### config.mk
export PLATFORM = sky130hd
export DESIGN_NAME = issue_sched
export DESIGN_NICKNAME = d
export VERILOG_FILES = /design/src/rtl/issue_sched.sv
export SDC_FILE = /design/constraint.sdc
export NUM_CORES = 1
export LEC_CHECK = 0
export BUFFER_PORTS_ARGS = -buffer_cell sky130_fd_sc_hd__buf_2
export CAP_MARGIN = 20
export CORE_ASPECT_RATIO = 0.6
export CORE_MARGIN = 5
export CORE_UTILIZATION = 60
export CTS_CLUSTER_DIAMETER = 40
export DETAILED_ROUTE_END_ITERATION = 7
export PLACE_DENSITY_LB_ADDON = 0.2
export SETUP_SLACK_MARGIN = 0.05
export SLEW_MARGIN = 20
export SYNTH_ARGS = -nofsm -noshare
export SYNTH_HDL_FRONTEND = slang
export SYNTH_SLANG_ARGS = --single-unit
### constraint.sdc
create_clock -name clock_i -period 4.53 [get_ports clock_i]
set_clock_uncertainty 0.2 [all_clocks]
set_input_delay 0.906 -clock clock_i [delete_from_list [all_inputs] [get_ports clock_i]]
set_output_delay 0.906 -clock clock_i [all_outputs]
set_load 0.005 [all_outputs]
### src/rtl/issue_sched.sv
// issue_sched: dual-issue scheduler / hazard controller for the 2-slot in-order pipeline.
// Produces the global write enables, per-slot issue stalls, mispredict flush and refill
// bubbles, using a load-use scoreboard and a RUN/REFILL/DRAIN recovery FSM.
//
// Ports
//   clock_i, reset_n_i          clock, async active-low reset
//   *_stall_i                   per-stage stall requests (any one freezes the backend)
//   iss0_* / iss1_*             issue-slot descriptors (slot0 is the older instruction)
//   exec_wrong_branch_i         exec-stage mispredict
//   backend_we_o                all post-issue buffers advance
//   frontend_we_o               PC/F2/decode/issue buffers advance
//   issue0_stall_o              hold the pair, bubble both exec slots
//   issue1_stall_o              slot0 issues, slot1 held and its exec slot bubbled
//   flush_o                     squash F2..issue, bubble exec
//   bubble_o                    zero the issue->exec transfer while refilling
//   sb_busy_o                   any scoreboard counter nonzero
//   state_o                     00 RUN, 01 REFILL, 10 DRAIN
//
// state  | meaning
// RUN    | normal dual issue with hazard checks
// REFILL | post-mispredict bubbles while the frontend refetches
// DRAIN  | fence waiting for outstanding loads; pair held
module issue_sched #(
  parameter int LOAD_LAT         = 2,
  parameter int REDIRECT_BUBBLES = 2
) (
  input  logic       clock_i,
  input  logic       reset_n_i,
  input  logic       f1_stall_i,
  input  logic       f2_stall_i,
  input  logic       dec_stall_i,
  input  logic       exec_stall_i,
  input  logic       mem_stall_i,
  input  logic       wb_stall_i,
  input  logic       iss0_valid_i,
  input  logic [4:0] iss0_rs1_i,
  input  logic [4:0] iss0_rs2_i,
  input  logic [4:0] iss0_rd_i,
  input  logic       iss0_we_i,
  input  logic       iss0_load_i,
  input  logic       iss0_mem_i,
  input  logic       iss0_fence_i,
  input  logic       iss1_valid_i,
  input  logic [4:0] iss1_rs1_i,
  input  logic [4:0] iss1_rs2_i,
  input  logic [4:0] iss1_rd_i,
  input  logic       iss1_we_i,
  input  logic       iss1_load_i,
  input  logic       iss1_mem_i,
  input  logic       exec_wrong_branch_i,
  output logic       backend_we_o,
  output logic       frontend_we_o,
  output logic       issue0_stall_o,
  output logic       issue1_stall_o,
  output logic       flush_o,
  output logic       bubble_o,
  output logic       sb_busy_o,
  output logic [1:0] state_o
);

  localparam int              SBW        = $clog2(LOAD_LAT + 1);
  localparam logic [SBW-1:0]  SB_SET     = SBW'(LOAD_LAT);
  localparam logic [SBW-1:0]  SB_ONE     = SBW'(1);
  localparam bit              HAS_REFILL = (REDIRECT_BUBBLES > 0);
  localparam logic [2:0]      RB_RELOAD  = HAS_REFILL ? 3'(REDIRECT_BUBBLES - 1) : 3'd0;

  typedef enum logic [1:0] {
    S_RUN    = 2'b00,
    S_REFILL = 2'b01,
    S_DRAIN  = 2'b10
  } state_e;

  state_e         state_q;
  logic [2:0]     cnt_q;
  logic [SBW-1:0] sb_q [32];
  logic [SBW-1:0] sb_d [32];

  logic hz0, hz1, sb_busy, issue_ok, issue0, issue1, set0, set1, fence_issue;
  logic sb_hit0, sb_hit1, raw01;

  // Slot1 is the younger instruction of the pair, so its write flag never feeds a hazard.
  logic unused_iss1_we;
  assign unused_iss1_we = iss1_we_i;

  assign backend_we_o = !(f1_stall_i | f2_stall_i | dec_stall_i |
                          exec_stall_i | mem_stall_i | wb_stall_i);
  assign flush_o      = exec_wrong_branch_i & backend_we_o;

  always_comb begin
    sb_busy = 1'b0;
    for (int r = 0; r < 32; r++) sb_busy = sb_busy | (sb_q[r] != '0);
  end
  assign sb_busy_o = sb_busy;

  // x0 never hazards, whatever its counter holds.
  assign sb_hit0 = ((iss0_rs1_i != 5'd0) && (sb_q[iss0_rs1_i] != '0)) ||
                   ((iss0_rs2_i != 5'd0) && (sb_q[iss0_rs2_i] != '0));
  assign sb_hit1 = ((iss1_rs1_i != 5'd0) && (sb_q[iss1_rs1_i] != '0)) ||
                   ((iss1_rs2_i != 5'd0) && (sb_q[iss1_rs2_i] != '0));
  assign raw01   = iss0_we_i && (iss0_rd_i != 5'd0) &&
                   ((iss1_rs1_i == iss0_rd_i) || (iss1_rs2_i == iss0_rd_i));

  assign hz0 = iss0_valid_i & sb_hit0;
  assign hz1 = iss1_valid_i & (sb_hit1 | raw01 | (iss0_mem_i & iss1_mem_i) | iss0_fence_i);

  assign issue0_stall_o = backend_we_o & !exec_wrong_branch_i &
                          ((state_q == S_DRAIN) | ((state_q == S_RUN) & hz0));
  assign issue1_stall_o = backend_we_o & !exec_wrong_branch_i &
                          (state_q == S_RUN) & !hz0 & hz1;
  assign frontend_we_o  = backend_we_o & !issue0_stall_o & !issue1_stall_o;
  assign bubble_o       = (state_q == S_REFILL);
  assign state_o        = state_q;

  assign issue_ok    = backend_we_o & (state_q == S_RUN) & !flush_o;
  assign issue0      = issue_ok & !issue0_stall_o;
  assign issue1      = issue0 & !issue1_stall_o;
  assign set0        = issue0 & iss0_valid_i & iss0_load_i & (iss0_rd_i != 5'd0);
  assign set1        = issue1 & iss1_valid_i & iss1_load_i & (iss1_rd_i != 5'd0);
  assign fence_issue = issue0 & iss0_valid_i & iss0_fence_i;

  // A fresh set wins over the decrement; slot1 is younger so it wins a same-rd race.
  always_comb begin
    for (int r = 0; r < 32; r++) begin
      sb_d[r] = sb_q[r];
      if (r == 0)                              sb_d[r] = '0;
      else if (set1 && (iss1_rd_i == 5'(r)))   sb_d[r] = SB_SET;
      else if (set0 && (iss0_rd_i == 5'(r)))   sb_d[r] = SB_SET;
      else if (sb_q[r] != '0)                  sb_d[r] = sb_q[r] - SB_ONE;
    end
  end

  always_ff @(posedge clock_i or negedge reset_n_i) begin
    if (!reset_n_i) begin
      state_q <= S_RUN;
      cnt_q   <= 3'd0;
      for (int r = 0; r < 32; r++) sb_q[r] <= '0;
    end else if (backend_we_o) begin
      for (int r = 0; r < 32; r++) sb_q[r] <= sb_d[r];
      case (state_q)
        S_RUN: begin
          if (flush_o) begin
            if (HAS_REFILL) begin
              state_q <= S_REFILL;
              cnt_q   <= RB_RELOAD;
            end
          end else if (fence_issue && sb_busy) begin
            state_q <= S_DRAIN;
          end
        end
        S_REFILL: begin
          if (flush_o)               cnt_q   <= RB_RELOAD;
          else if (cnt_q == 3'd0)    state_q <= S_RUN;
          else                       cnt_q   <= cnt_q - 3'd1;
        end
        S_DRAIN: begin
          if (flush_o) begin
            if (HAS_REFILL) begin
              state_q <= S_REFILL;
              cnt_q   <= RB_RELOAD;
            end else begin
              state_q <= S_RUN;
            end
          end else if (!sb_busy) begin
            state_q <= S_RUN;
          end
        end
        default: state_q <= S_RUN;
      endcase
    end
  end

endmodule

* Yosys cells after proc, flatten, opt, wreduce, memory -nomap -nowiden *
Cells that the tools add are included.

storage, ports and cells
  bits of input ports = 48
  word-level logic and storage cells = 511
  flip-flop bits (word level) = 67

operators by class
  bitwise gates (word level) = 67
  eq/ne operators = 72
  $add $sub $neg = 32
  muxes and demuxes = 116
  reduce and logical (&&, ||, !) cells = 187
  magnitude comparators = 4

operators with widths
  cell                 count
  $mux 2               107
  $eq 5x5->1 const B   32
  $reduce_bool 3->1    31
  $eq 5x4->1 const B   16
  $reduce_bool 2->1    36
  $logic_and 1x1->1    69
  $reduce_and 2->1     31
  $sub 2x1->2 const B  31
  $bmux 2 s5           4
  $eq 5x3->1 const B   8
  $or 1x1->1           39
  $reduce_bool 5->1    6
  $ge 6x6->1 const B   4
  $not 5->6            4
  $and 1x1->1          23
  $eq 5x2->1 const B   4
  $eq 5x1->1 const B   2
  $eq 5x5->1           2
  $mux 3               3
  $logic_not 1->1      6
  $ne 3x3->1 const B   2
  $pmux 2 s3           1
  $pmux 3 s2           1
  $reduce_and 5->1     1
  other kinds (12)     15

* Logic depth before layout (Yosys ltp) *
Gate-level depths: netlist (run 1).

  depth after elaboration = 35
  depth in mapped cells = 12

* Worst setup path before layout (run 1) *
Ideal clock, no wire load.

  path type = input -> output
  from = input iss1_rs1_i[1]
  to = output frontend_we_o
  path slack = 0.425 ns
  stages = 11
  buffers on the path = 3
  arrival time = 2.999 ns
  data required time = 3.424 ns
  cells stage by stage = buf_4 inv_2 mux4_2 o22ai_1 a21oi_1 o22ai_1 buf_2 nor2_1 buf_4 a21oi_1 nor3_1

on the way
  longest elaborated chain between the ends = 14
  elaborated cells between the ends (all ways) = 18

ends and longest elaborated chain
  item                                       line  text
  start: declaration                         44    input logic [4:0] iss1_rs1_i,
  $not 5->6 (not written as such)            98    assign sb_hit1 = ((iss1_rs1_i != 5'd0) && (sb_q[iss1_rs1_i] != '0)) ||
  $bmux 2 s5                                 98
  $mux 2 (not written as such) (2 in a row)  98
  $reduce_bool 2->1                          98
  $logic_and 1x1->1                          98
  $logic_or 1x1->1                           98
  $or 1x1->1 * (3 in a row)                  104   assign hz1 = iss1_valid_i & (sb_hit1 | raw01 | (iss0_mem_i & iss1_mem_i) | iss0_fence_i);
  $and 1x1->1 *                              104
  $and 1x1->1 *                              109   (state_q == S_RUN) & !hz0 & hz1;
  named net issue1_stall_o                   54    output logic issue1_stall_o,
  $logic_not 1->1 *                          110   assign frontend_we_o = backend_we_o & !issue0_stall_o & !issue1_stall_o;
  $and 1x1->1 *                              110
  end: declaration                           52    output logic frontend_we_o,

The timed path passes the listed nets; every way through them passes the cells marked *. The select of a mux whose other input is x is not followed.

* Worst setup path in the final report (run 1) *
  from = input iss0_rs2_i[1]
  to = output frontend_we_o

on the way
  longest elaborated chain between the ends = 14
  elaborated cells between the ends (all ways) = 19

ends and longest elaborated chain
  item                                       line  text
  start: declaration                         37    input logic [4:0] iss0_rs2_i,
  $not 5->6 (not written as such)            97    ((iss0_rs2_i != 5'd0) && (sb_q[iss0_rs2_i] != '0));
  $bmux 2 s5                                 97
  $mux 2 (not written as such) (2 in a row)  97
  $reduce_bool 2->1                          97
  $logic_and 1x1->1 *                        97
  $logic_or 1x1->1 *                         96    assign sb_hit0 = ((iss0_rs1_i != 5'd0) && (sb_q[iss0_rs1_i] != '0)) ||
  $and 1x1->1 *                              103   assign hz0 = iss0_valid_i & sb_hit0;
  $and 1x1->1                                107   ((state_q == S_DRAIN) | ((state_q == S_RUN) & hz0));
  $or 1x1->1                                 107
  $and 1x1->1                                106   assign issue0_stall_o = backend_we_o & !exec_wrong_branch_i &
  $logic_not 1->1                            110
  $and 1x1->1                                110
  $and 1x1->1 *                              110

Every way passes the cells marked *; elsewhere a longest branch is shown, timed or not. The select of a mux whose other input is x is not followed.

==> flow_summary.ini, run 1 <==
[run_status]
status = finished clean

[min_path]
min_to = cnt_q[1]
hold_path.class = reg -> reg
worstHoldPathCells = 2
hp-start = cnt_q[1]

[clocking]
cts_sinks = 67
insertion_delay_ns = 0.35
cts.clk_slew.worst_paths_ns = 0.06
hold_buffers = 0
clock_path_buffers = 2
cts_resized = 0
cts_max_level = 3
cts_setup_buffers = 0
cts_buffers = 9
cts_tree = built
cts_root_buffer = clkbuf_16

[routing]
routed_wl_um = 20850
wl_per_cell_um = 22.47
drtIter0Drc = 865
dr.pass1.iters = 5
ant_nets = 0
post_drt_via_cell_ratio = 6.864
num_vias = 6370
drc = 0

[synth]
synth_area_leaders = dfrtp_1 26%, mux4_2 8.1%, ha_1 6.5%, nor2_1 5.0%, inv_1 4.0%
synthFlopType = dfrtp_1
ys_types = 67
syn_nets = 830
synthArstFlopShare = 1.000
ys_seq_elements = 67
yosysMostFrequentCell = nor2_1
synthCells = 749
synth_top_area_cell = dfrtp_1
synth_edf_count = 0
synth-seq-area-share = 0.2632
ys_warn_count = 0
netlist_area_sq_mm = 0.006371
synth_common_cells = 85 x nor2_1, 68 x inv_1, 67 x dfrtp_1
syn_area_per_cell_sq_um = 8.506
synth_top_area_share = 0.2632

[power_and_ir_drop]
power_frac_seq = 0.332
power-per-cell-area_mw_per_mm2 = 369.4
netSwitchingPower_uw = 1011
p_comb_frac = 0.401
p_leak_uw = 0.002817
finalPower_uw = 2572
vdd_ir_drop_max_mv = 0.2653
p_clk_frac = 0.266
p_sw_frac = 0.3929
p_int_uw = 1561

[die]
die_h_um = 89.82
die_area_sq_mm = 0.01285
std_cell_rows = 29
dieWidth_um = 143.0
ios = 57
start_util = 0.6076
coreArea_sq_mm = 0.01049

[worst_setup_path]
crit_path_cell_trace = buf_2 > buf_4 > nor3_1 > a2111oi_0 > a2111oi_2 > a32o_2 > o211ai_1 > a21oi_1 > nor4_1 > nor3_1 > buf_2
crit_slowest_cell = a2111oi_0
critPathRequiredTime_ns = 3.42
reg2reg_from = sb_q[6]
endpoint_kind = primary output
start_kind = input pin
setup.worst_path.class = in -> out
cp.arrival_ns = 3.29
path_max_fanout = 11
critPathMaxStageDelay_ns = 0.62
r2r_cells = 9
r2r_slack_ns = 0.62
rr_endpoint = sb_q[10]

[layout]
postLayoutCellArea_sq_mm = 0.006963
fin_nets = 865
drive_gt1_frac = 0.1952
area_growth_pct = 9.289
antenna-diode-count = 0
final_cells = 928

[timing]
worstMarginPinSlew_ns = 0.9438
setup_viol = 0
fin_ws_ns = 0.1329
max_freq_mhz = 227.4
period_minus_slack_ns = 4.397
grt_setup_unrepaired = false
post-route-period-util = 0.9707
tns_ns = 0
drv_slew = 0
slew_headroom = 0.3708
hold_viol = 0

[placement]
dpl.cell_count = 912
io_buffers = 55
place_ws_ns = 0.2456
placed_area_sq_mm = 0.006676
dpl.hpwl_um = 15590
finalWeightedCongestion = 0.9714

[global_routing]
antenna_found_initial = 1
grt_max_degree = 42
grtUsageTotal = 0.3293
grt_overflow = 0
grt_pass1_wl_um = 33400
grt_pass1_vias = 6254

[flow_run]
drv_cap = 0
-- cell type report --
type / count / area (sq um)
clock buffer: 9 / 225.2
clock inverter: 7 / 61.31
fill: 879 / 3523
inverter: 70 / 262.8
multi-input combinational: 566 / 4175
sequential: 67 / 1677
tap: 139 / 173.9
timing repair buffer: 70 / 387.9
-- flip-flops by register name, summed over array words and instances (netlist names) --
signal	count
sb_q	62
state_o	2
cnt_q	3
-- cells in the final DEF (no fill, tap or decap), types with 7 or more instances in the layout --
cell	instances
nor2_1	85
inv_1	68
dfrtp_1	67
nand2_1	62
buf_2	55
o21ai_0	47
ha_1	33
a21oi_1	26
mux4_2	23
nor3_1	22
a22oi_1	21
nor4_1	20
mux2_2	19
nand4_1	15
buf_4	15
nand3_1	13
a211oi_1	12
xor2_1	10
a2111oi_2	9
nand2b_1	9
clkbuf_16	9
o22ai_1	8
a2111oi_0	8
nor3b_1	8
nor2b_1	8
a2111oi_1	8
xnor2_1	8
a31oi_1	7
-- power groups by stage --
stage               clock network [uW]  logic, uW  registers [uW]
detailed placement                   0        991             860
CTS                                686       1000             849
global route                       714       1130             869
finish                             685       1030             854
global placement                     0        927             849
floorplan                            0        717             830
-- critical path, delay by kind of cell --
family,cells,cell delay (ns)
and+or+nand+nor,3,0.41
buffers and inverters,3,0.46
AOI/OAI and AO/OA,5,1.51
-- worst max-delay path by stage --
| stage | depth (start not counted) | start | slack, ns | endpoint |
|---|---|---|---|---|
| 4_1_cts | 11 | iss0_rs2_i[1] | 0.22 | frontend_we_o |
| 3_3_place_gp | 11 | iss0_rs2_i[1] | 0.32 | frontend_we_o |
| 2_1_floorplan | 11 | iss1_rs1_i[1] | 0.42 | frontend_we_o |
| 5_1_grt | 11 | iss0_rs2_i[1] | 0.10 | frontend_we_o |
| 6_report | 11 | iss0_rs2_i[1] | 0.13 | frontend_we_o |
| 3_5_place_dp | 11 | iss0_rs2_i[1] | 0.25 | frontend_we_o |
-- per-layer routing --
layer  global-route usage  wire length [um]  up-vias
met5                    0                12        -
met3               0.1220              2696       54
met2               0.4656              8883      413
met1               0.4657              8676     3053
met4               0.1084               580        2
li1                     -                 -     2848
-- cells by family (layout without fill, tap and decap cells) --
group	count (synthesis)	count (layout)	synth area share
adder cells (fa/ha/maj)	33	33	0.06481
multiplexers	48	48	0.1294
AO/OA/AOI/OAI	191	191	0.2182
XOR/XNOR	18	18	0.02474
AND/OR/NAND/NOR	276	276	0.2172
buffers and inverters	116	156	0.08248
flip-flops	67	67	0.2632
-- metrics by stage --
stage               hold WS, ns    util
floorplan                0.2498       -
global placement         0.2655  0.6367
detailed placement       0.2842  0.6367
CTS                      0.2965  0.6640
global route             0.3194  0.6640
finish                   0.2913  0.6640
(Power assumes the default switching activity.)
==> run 2: changes to the inputs <==
- CORE_MARGIN: 5 -> 2
==> run 2 against run 1 <==
Against the previous run:
- die area is 11% lower
- worst setup slack better by 0.044 ns
- count of clock-buffer cells in the layout stayed put
- fmax is 1.0% higher
- first-iteration DRC count is 5.4% lower
- sequential share of layout area hardly changed
- clock power is 6.4% higher
- sequential power hardly changed
- non-clock buffer count is 1 lower
- final cell count is 0.11% lower
- global-route usage is 3.4 points higher
- design area is 0.18% higher
==> flow_summary.ini, run 2 (synthesis results as in run 1) <==
[min_path]
hold_path.class = reg -> reg
worstHoldPathCells = 2
min_to = cnt_q[1]
hp-start = cnt_q[1]

[layout]
drive_gt1_frac = 0.1942
largest_reg_flops = 62
postLayoutCellArea_sq_mm = 0.006975
fin_nets = 864
layout_commonest_cell = nor2_1
multi_input_area_sq_mm = 0.004177
antenna-diode-count = 0
fillers = 824
area_growth_pct = 9.485
final_cell_mix = 85 x nor2_1, 68 x inv_1, 67 x dfrtp_1
regArea_sq_mm = 0.001677
largest-register = sb_q

[clocking]
cts_tree = built
clock_path_buffers = 2
cts_sinks = 67
cts_max_level = 3
cts_resized = 0
cts_setup_buffers = 0
cts_root_buffer = clkbuf_16
hold_buffers = 0
insertion_delay_ns = 0.34
cts.clk_slew.worst_paths_ns = 0.06
cts_buffers = 9

[routing]
routed_wl_um = 20650
met1Wirelength_um = 8484
num_vias = 6379
top_layer = met4
dr.pass1.iters = 5
ant_nets = 0
drtIter0Drc = 818
wl_per_cell_um = 22.28
drc = 0
post_drt_via_cell_ratio = 6.881
dr_wl_met3_um = 2746
dr_wl_met2_um = 8965

[timing]
post-route-period-util = 0.9609
setup_viol = 0
drv_slew = 0
slew_headroom = 0.4984
max_freq_mhz = 229.7
period_minus_slack_ns = 4.353
fin_ws_ns = 0.1771
worstMarginPinSlew_ns = 0.7508
grt_setup_unrepaired = false
tns_ns = 0
hold_ws_ns = 0.2976
hold_viol = 0

[die]
start_util = 0.6097
std_cell_rows = 29
coreArea_sq_mm = 0.01045
die_h_um = 83.82
ios = 57
dieWidth_um = 137.0
die_area_sq_mm = 0.01149

[worst_setup_path]
cp.arrival_ns = 3.25
rr_endpoint = sb_q[44]
path_max_fanout = 5
r2r_cells = 9
endpoint_kind = primary output
start_kind = input pin
critPathRequiredTime_ns = 3.42
reg2reg_from = sb_q[8]
r2r_slack_ns = 0.74
setup.worst_path.class = in -> out

[global_routing]
grtUsageTotal = 0.3635
grt_max_degree = 48
grt_pass1_wl_um = 31550
grt_pass1_vias = 5963
antenna_found_initial = 0
grt_overflow = 0

[placement]
io_buffers = 55
place_ws_ns = 0.2582
dpl.hpwl_um = 15660
placed_area_sq_mm = 0.006669
finalWeightedCongestion = 0.9405

[power_and_ir_drop]
vdd_ir_drop_max_mv = 0.2341
power-per-cell-area_mw_per_mm2 = 375.8
p_leak_uw = 0.002826

[flow_run]
drv_cap = 0

[run_status]
status = finished clean
## run 2: cell count changes in the layout (fill, tap and decap cells not counted), sizes merged
cell | before | now
clkinvlp | 2 | 1
bufinv | 0 | 1
clkinv | 2 | 1
inv | 73 | 74
buf | 70 | 69
## run 2: worst max-delay path, stage by stage
cell and delay (ns):
buf_2 0.12, mux4_1 0.55, mux2_2 0.28, a32o_2 0.32
o211ai_1 0.38, a21oi_1 0.12, nor4_1 0.31, nor3_1 0.10
buf_2 0.15
## run 2: how the worst max path moves through the flow
stage | start | end | slack (ns) | depth (start not counted)
floorplan | iss1_rs1_i[1] | frontend_we_o | 0.42 | 11
global placement | iss0_rs2_i[1] | frontend_we_o | 0.31 | 9
detailed placement | iss0_rs2_i[1] | frontend_we_o | 0.26 | 11
CTS | iss0_rs2_i[1] | frontend_we_o | 0.24 | 11
global route | iss0_rs2_i[1] | frontend_we_o | 0.07 | 11
finish | iss0_rs2_i[1] | frontend_we_o | 0.18 | 9
## run 2: final cells by class
class / instances / share of cell area
Multi-Input combinational cell: 566 / 0.5987
Sequential cell: 67 / 0.2404
Timing Repair Buffer: 69 / 0.05453
Inverter: 70 / 0.03767
Clock buffer: 9 / 0.03229
Tap cell: 139 / 0.02493
Clock inverter: 7 / 0.01148
## run 2: per-layer routing
layer | up-vias | track usage
li1 | 2849 | -
met1 | 3068 | 0.5153
met2 | 408 | 0.5418
met3 | 54 | 0.1178
met4 | 0 | 0.08529
met5 | - | 0
## run 2: power breakdown
part | internal (uW) | leakage (uW) | switching [uW]
Clock | 435 | 0.000149 | 295
Sequential | 741 | 0.000790 | 114
Combinational | 441 | 0.00189 | 595
Total | 1620 | 0.00283 | 1000
## run 2: per-stage QoR
stage                     total power [uW]  cells  utilization
after global routing                  2749    927       0.6675
after detailed placement              1864    911       0.6382
final                                 2621    927       0.6675
after floorplan                       1548    749            -
after CTS                             2592    927       0.6674
after global placement                1792    911       0.6382
